[src/rtl/trace_pkg.sv]
// Shared encodings for the MIPS instruction-trace capture unit.
package trace_pkg;

    typedef enum logic [1:0] {
        IDLE  = 2'd0,
        ARMED = 2'd1,
        POST  = 2'd2,
        DONE  = 2'd3
    } trace_state_t;

    localparam logic MODE_WRAP = 1'b0;
    localparam logic MODE_TRIG = 1'b1;

endpackage

[src/rtl/trace_ram.sv]
// Simple dual-port trace storage: one write port, one synchronous read port.
module trace_ram #(
    parameter int unsigned DEPTH = 16,
    parameter int unsigned WIDTH = 64,
    localparam int unsigned AW   = $clog2(DEPTH)
) (
    input  logic             clk,
    input  logic             rst_in,
    input  logic             we,
    input  logic [AW-1:0]    waddr,
    input  logic [WIDTH-1:0] wdata,
    input  logic             re,
    input  logic [AW-1:0]    raddr,
    output logic [WIDTH-1:0] rdata
);

    logic [WIDTH-1:0] mem [DEPTH];

    always_ff @(posedge clk) begin
        if (we) begin
            mem[waddr] <= wdata;
        end
    end

    // Only the read register is reset; it holds its value between pops.
    always_ff @(posedge clk or negedge rst_in) begin
        if (!rst_in) begin
            rdata <= '0;
        end else if (re) begin
            rdata <= mem[raddr];
        end
    end

endmodule

[src/rtl/mips_trace_buffer.sv]
// PC/instruction trace capture with wrap or PC-trigger-stop, drained oldest-first.
module mips_trace_buffer
    import trace_pkg::*;
#(
    parameter int unsigned ADDR_W    = 32,
    parameter int unsigned DATA_W    = 32,
    parameter int unsigned DEPTH     = 16,
    parameter int unsigned POST_TRIG = 4
) (
    input  logic                     clk,
    input  logic                     rst_in,
    input  logic                     en,
    input  logic [ADDR_W-1:0]        pc,
    input  logic [DATA_W-1:0]        instr,
    input  logic                     mode,
    input  logic [ADDR_W-1:0]        trig_pc,
    input  logic                     arm,
    input  logic                     stop,
    input  logic                     rd_req,
    output logic [ADDR_W-1:0]        rd_pc,
    output logic [DATA_W-1:0]        rd_ir,
    output logic                     rd_valid,
    output logic [$clog2(DEPTH):0]   count,
    output logic                     overflow,
    output logic                     busy
);

    localparam int unsigned AW = $clog2(DEPTH);
    localparam int unsigned CW = AW + 1;

    trace_state_t      state_q, state_d;
    logic [AW-1:0]     wr_ptr_q, wr_ptr_d;
    logic [CW-1:0]     count_q, count_d;
    logic [CW-1:0]     post_q, post_d;
    logic              overflow_q, overflow_d;
    logic              mode_q, mode_d;
    logic [ADDR_W-1:0] trig_q, trig_d;
    logic              rd_valid_q;
    logic              wr_en, pop;
    logic [AW-1:0]     rd_addr;

    // Oldest entry sits count slots behind the write pointer.
    assign rd_addr = wr_ptr_q - count_q[AW-1:0];

    always_comb begin
        state_d    = state_q;
        wr_ptr_d   = wr_ptr_q;
        count_d    = count_q;
        post_d     = post_q;
        overflow_d = overflow_q;
        mode_d     = mode_q;
        trig_d     = trig_q;
        wr_en      = 1'b0;
        pop        = 1'b0;
        if (arm) begin
            state_d    = ARMED;
            wr_ptr_d   = '0;
            count_d    = '0;
            post_d     = '0;
            overflow_d = 1'b0;
            mode_d     = mode;
            trig_d     = trig_pc;
        end else begin
            unique case (state_q)
                ARMED, POST: begin
                    if (stop) begin
                        state_d = DONE;
                    end else if (en) begin
                        wr_en    = 1'b1;
                        wr_ptr_d = wr_ptr_q + 1'b1;
                        if (count_q == CW'(DEPTH)) begin
                            overflow_d = 1'b1;
                        end else begin
                            count_d = count_q + 1'b1;
                        end
                        if (state_q == ARMED) begin
                            if (mode_q == MODE_TRIG && pc == trig_q) begin
                                if (POST_TRIG == 0) begin
                                    state_d = DONE;
                                end else begin
                                    post_d  = CW'(POST_TRIG);
                                    state_d = POST;
                                end
                            end
                        end else begin
                            post_d = post_q - 1'b1;
                            if (post_q == CW'(1)) begin
                                state_d = DONE;
                            end
                        end
                    end
                end
                IDLE, DONE: begin
                    if (rd_req && count_q != '0) begin
                        pop     = 1'b1;
                        count_d = count_q - 1'b1;
                    end
                end
            endcase
        end
    end

    always_ff @(posedge clk or negedge rst_in) begin
        if (!rst_in) begin
            state_q    <= IDLE;
            wr_ptr_q   <= '0;
            count_q    <= '0;
            post_q     <= '0;
            overflow_q <= 1'b0;
            mode_q     <= 1'b0;
            trig_q     <= '0;
            rd_valid_q <= 1'b0;
        end else begin
            state_q    <= state_d;
            wr_ptr_q   <= wr_ptr_d;
            count_q    <= count_d;
            post_q     <= post_d;
            overflow_q <= overflow_d;
            mode_q     <= mode_d;
            trig_q     <= trig_d;
            rd_valid_q <= pop;
        end
    end

    trace_ram #(
        .DEPTH (DEPTH),
        .WIDTH (ADDR_W + DATA_W)
    ) u_ram (
        .clk    (clk),
        .rst_in (rst_in),
        .we     (wr_en),
        .waddr  (wr_ptr_q),
        .wdata  ({pc, instr}),
        .re     (pop),
        .raddr  (rd_addr),
        .rdata  ({rd_pc, rd_ir})
    );

    assign rd_valid = rd_valid_q;
    assign count    = count_q;
    assign overflow = overflow_q;
    assign busy     = (state_q == ARMED) || (state_q == POST);

endmodule

[config.mk]
export PLATFORM = sky130hd
export DESIGN_NAME = mips_trace_buffer
export DESIGN_NICKNAME = d
export VERILOG_FILES = /design/src/rtl/trace_pkg.sv /design/src/rtl/trace_ram.sv /design/src/rtl/mips_trace_buffer.sv
export SDC_FILE = /design/constraint.sdc
export NUM_CORES = 1
export LEC_CHECK = 0
export ABC_AREA = 0
export CORE_MARGIN = 3
export CORE_UTILIZATION = 33
export CTS_CLUSTER_DIAMETER = 120
export CTS_CLUSTER_SIZE = 30
export DETAILED_ROUTE_END_ITERATION = 8
export PLACE_DENSITY = 0.59
export SETUP_SLACK_MARGIN = 0.2
export SLEW_MARGIN = 20
export SYNTH_ARGS = -nofsm -noshare
export SYNTH_HDL_FRONTEND = slang
export SYNTH_SLANG_ARGS = --single-unit
[constraint.sdc]
create_clock -name clk -period 21.8 [get_ports clk]
set_input_delay 4.36 -clock clk [delete_from_list [all_inputs] [get_ports clk]]
set_output_delay 4.36 -clock clk [all_outputs]
set_load 0.01 [all_outputs]
==> flow_metrics.env <==
export IMPL_drive_gt1_share_pct=19.5
export IMPL_overflow=0
export IMPL_hp_class="register to register"
export IMPL_fin_cells=4127
export IMPL_rr_worst_depth=8
export IMPL_post_cts_buffers=0
export IMPL_hold_viol_final=0
export IMPL_rows=134
export IMPL_firstDrtPassIters=5
export IMPL_timing_setup_tns_ps=0
export IMPL_core_area_sq_mm=0.134
export IMPL_drtIter0Drc=1629
export IMPL_r2r_end="u_ram.rdata[46]$_DFFE_PN0P_"
export IMPL_rr_startpoint="count[0]$_DFFE_PN0P_"
export IMPL_clock_skew_ps=31.3
export IMPL_cts_resized_gates=0
export IMPL_htree_levels=2
export IMPL_worst_setup_path_end_kind="register"
export IMPL_routed_via_density=5.09
export IMPL_ant_nets=0
export IMPL_syn_nets=2298
export IMPL_dpl_hpwl_um=59900
export IMPL_tightestPinTransition_ps=1020
export IMPL_fill_cells=12000
export IMPL_worstPathArrival_ps=7680
export IMPL_globalplace_congestion=0.758
export IMPL_synthArstFlopShare_pct=10.1
export IMPL_yosysSeqAreaShare_pct=75.7
export IMPL_ioPinCount=175
export IMPL_path_clk_slew_ps=110
export IMPL_finalCriticalPeriod_ps=7410
export IMPL_grt_total_usage_pct=14.6
export IMPL_dp_cells=4040
export IMPL_drv_cap=0
export IMPL_yosys_top_cells_count="edfxtp_1, mux4_2, nand2_1, dfrtp_1"
export IMPL_netlist_area_sq_mm=0.0444
export IMPL_crit_required_ps=22070
export IMPL_crit_path_max_fanout=43
export IMPL_crit_type="input pin to register"
export IMPL_yosys_area_top_type="edfxtp_1"
export IMPL_status="completed"
export IMPL_dieArea_sq_mm=0.139
export IMPL_clock_fmax_ghz=0.135
export IMPL_grt_pass1_wl_um=153000
export IMPL_yosysUniqueCellTypes=48
export IMPL_multi_input_area_sq_mm=0.0102
export IMPL_synth_avg_cell_area_sq_um=20.4
export IMPL_io_buffers=174
export IMPL_cp_endpoint="u_ram.mem[6][53]$_DFFE_PP_"
export IMPL_p_per_area_mw_per_mm2=94.2
export IMPL_cts_tree="yes"
export IMPL_seq_area_sq_mm=0.0336
export IMPL_cts_sinks=1139
export IMPL_setup_viol=0
export IMPL_fin_crit_sh_pct=34.0
export IMPL_synthFlopType="edfxtp_1"
export IMPL_drc=0
export IMPL_nets=2438
export IMPL_ys_warn_count=0
export IMPL_antenna_found_initial=7
export IMPL_drt_total_wl_um=103000
export IMPL_cts_hold_buf=0
export IMPL_clk_path_buf_depth=3
export IMPL_critical_path_startpoint="en"
export IMPL_r2r_slack_ps=16740
export IMPL_grt_pass1_vias=21900
export IMPL_wl_per_cell_um=25.0
export IMPL_synthTopCellsByArea="edfxtp_1, mux4_2, dfrtp_1, nand2_1, a211oi_2"
export IMPL_die_h_um=373
export IMPL_drv_slew=0
export IMPL_root_buffer="clkbuf_16"
export IMPL_p_leak_nw=15.8
export IMPL_synth_cells=2180
export IMPL_area_delta_synth_final_pct=11.6
export IMPL_relSlewSlack_pct=32.2
export IMPL_holdPathStages=2
export IMPL_initial_core_util_pct=33.2
export IMPL_rsz0062_at_grt="false"
export IMPL_yosysMostFrequentCell="edfxtp_1"
export IMPL_synth_edf_count=1024
export IMPL_grt_max_degree=129
export IMPL_clock_latency_ps=650
export IMPL_ys_ff_latch=1139
export IMPL_yosys_area_top_type_share_pct=69.2
export IMPL_ir_drop_mv=0.0846
export IMPL_fp_dieW_um=373
export IMPL_crit_path_start_kind="input pin"
export IMPL_cts_buffers=45
export IMPL_vias=21000
[where the power goes]
part	internal, W	switching [W]
clock network	0.000407	0.000645
registers	0.00244	0.0000605
logic	0.000512	0.000604
total	0.00336	0.00131
[stage by stage]
step | total power (W) | setup slack, ps | hold slack [ps] | utilization [%] | instance area, sq um
after global routing | 0.00489 | 14240 | 534 | 37.1 | 49600
after floorplan | 0.00327 | 9800 | 474 | - | 44400
after CTS | 0.00474 | 14370 | 509 | 37.1 | 49500
final | 0.00467 | 14390 | 498 | 37.1 | 49600
after detailed placement | 0.00370 | 13680 | 483 | 36.1 | 48200
after global placement | 0.00369 | 13780 | 478 | 36.0 | 48100
[sequential cells by signal, indices dropped and copies added (netlist names)]
name	count
rd_valid	1
post_q	5
count	5
wr_ptr_q	4
u_ram.mem	1024
state_q	2
overflow	1
mode_q	1
trig_q	32
u_ram.rdata	64
[cells in the final DEF (no fill, tap or decap), types with 12 or more instances in the layout]
cell type        instances
edfxtp_1              1024
ha_1                    12
a211oi_1                17
nand2_1                207
clkbuf_16               45
mux4_2                 256
a211oi_2                48
inv_1                   15
a21oi_1                 14
and3_1                  64
clkdlybuf4s50_1        172
buf_4                   35
xnor2_1                 33
clkbuf_1                31
o31ai_1                 64
and2_1                  64
mux2_2                  31
dfrtp_1                115
[logic make-up (layout without fill, tap and decap cells)]
logic type / count (synthesis) / after routing / synth area share, %
flops: 1139 / 1139 / 75.7
simple gates: 397 / 397 / 4.32
mux: 288 / 288 / 13.8
compound gates: 160 / 160 / 3.16
buf+inv: 139 / 316 / 1.77
xor+xnor: 42 / 42 / 0.828
fa+ha+maj: 15 / 15 / 0.456
other cells: 0 / 2 / 0
[metal layers]
| metal | track usage (%) | up-vias | share of wire, % |
|---|---|---|---|
| li1 | - | 9007 | - |
| met1 | 20.3 | 11400 | 44 |
| met2 | 25.2 | 477 | 51 |
| met3 | 1.72 | 84 | 3.9 |
| met4 | 2.38 | 2 | 1.3 |
| met5 | 0 | - | 0.013 |
[worst max-delay path, cell delays in order]
cell and delay (ps):
clkdlybuf4s50_1 530, or3b_1 560, nor2_2 400, nand2_1 320, nor2_4 670, buf_4 760
[how the worst min path moves through the flow]
stage / slack [ps] / endpoint / from
2_1_floorplan: 470 / mode_q$_DFFE_PN0P_ / mode_q$_DFFE_PN0P_
3_3_place_gp: 480 / u_ram.rdata[54]$_DFFE_PN0P_ / u_ram.rdata[54]$_DFFE_PN0P_
3_5_place_dp: 480 / u_ram.rdata[29]$_DFFE_PN0P_ / u_ram.rdata[29]$_DFFE_PN0P_
4_1_cts: 510 / u_ram.rdata[54]$_DFFE_PN0P_ / u_ram.rdata[54]$_DFFE_PN0P_
5_1_grt: 530 / u_ram.rdata[25]$_DFFE_PN0P_ / u_ram.rdata[25]$_DFFE_PN0P_
6_report: 500 / u_ram.rdata[25]$_DFFE_PN0P_ / u_ram.rdata[25]$_DFFE_PN0P_
[cell type report]
class,instances,share of cell area (%)
Sequential cell,1139,67.8
Multi-Input combinational cell,902,20.6
Antenna cell,2,0.0101
Clock buffer,76,2.51
Inverter,15,0.114
Timing Repair Buffer,217,4.29
Tap cell,1768,4.46
Clock inverter,8,0.230
No activity file was read; power rests on OpenSTA's default activity.
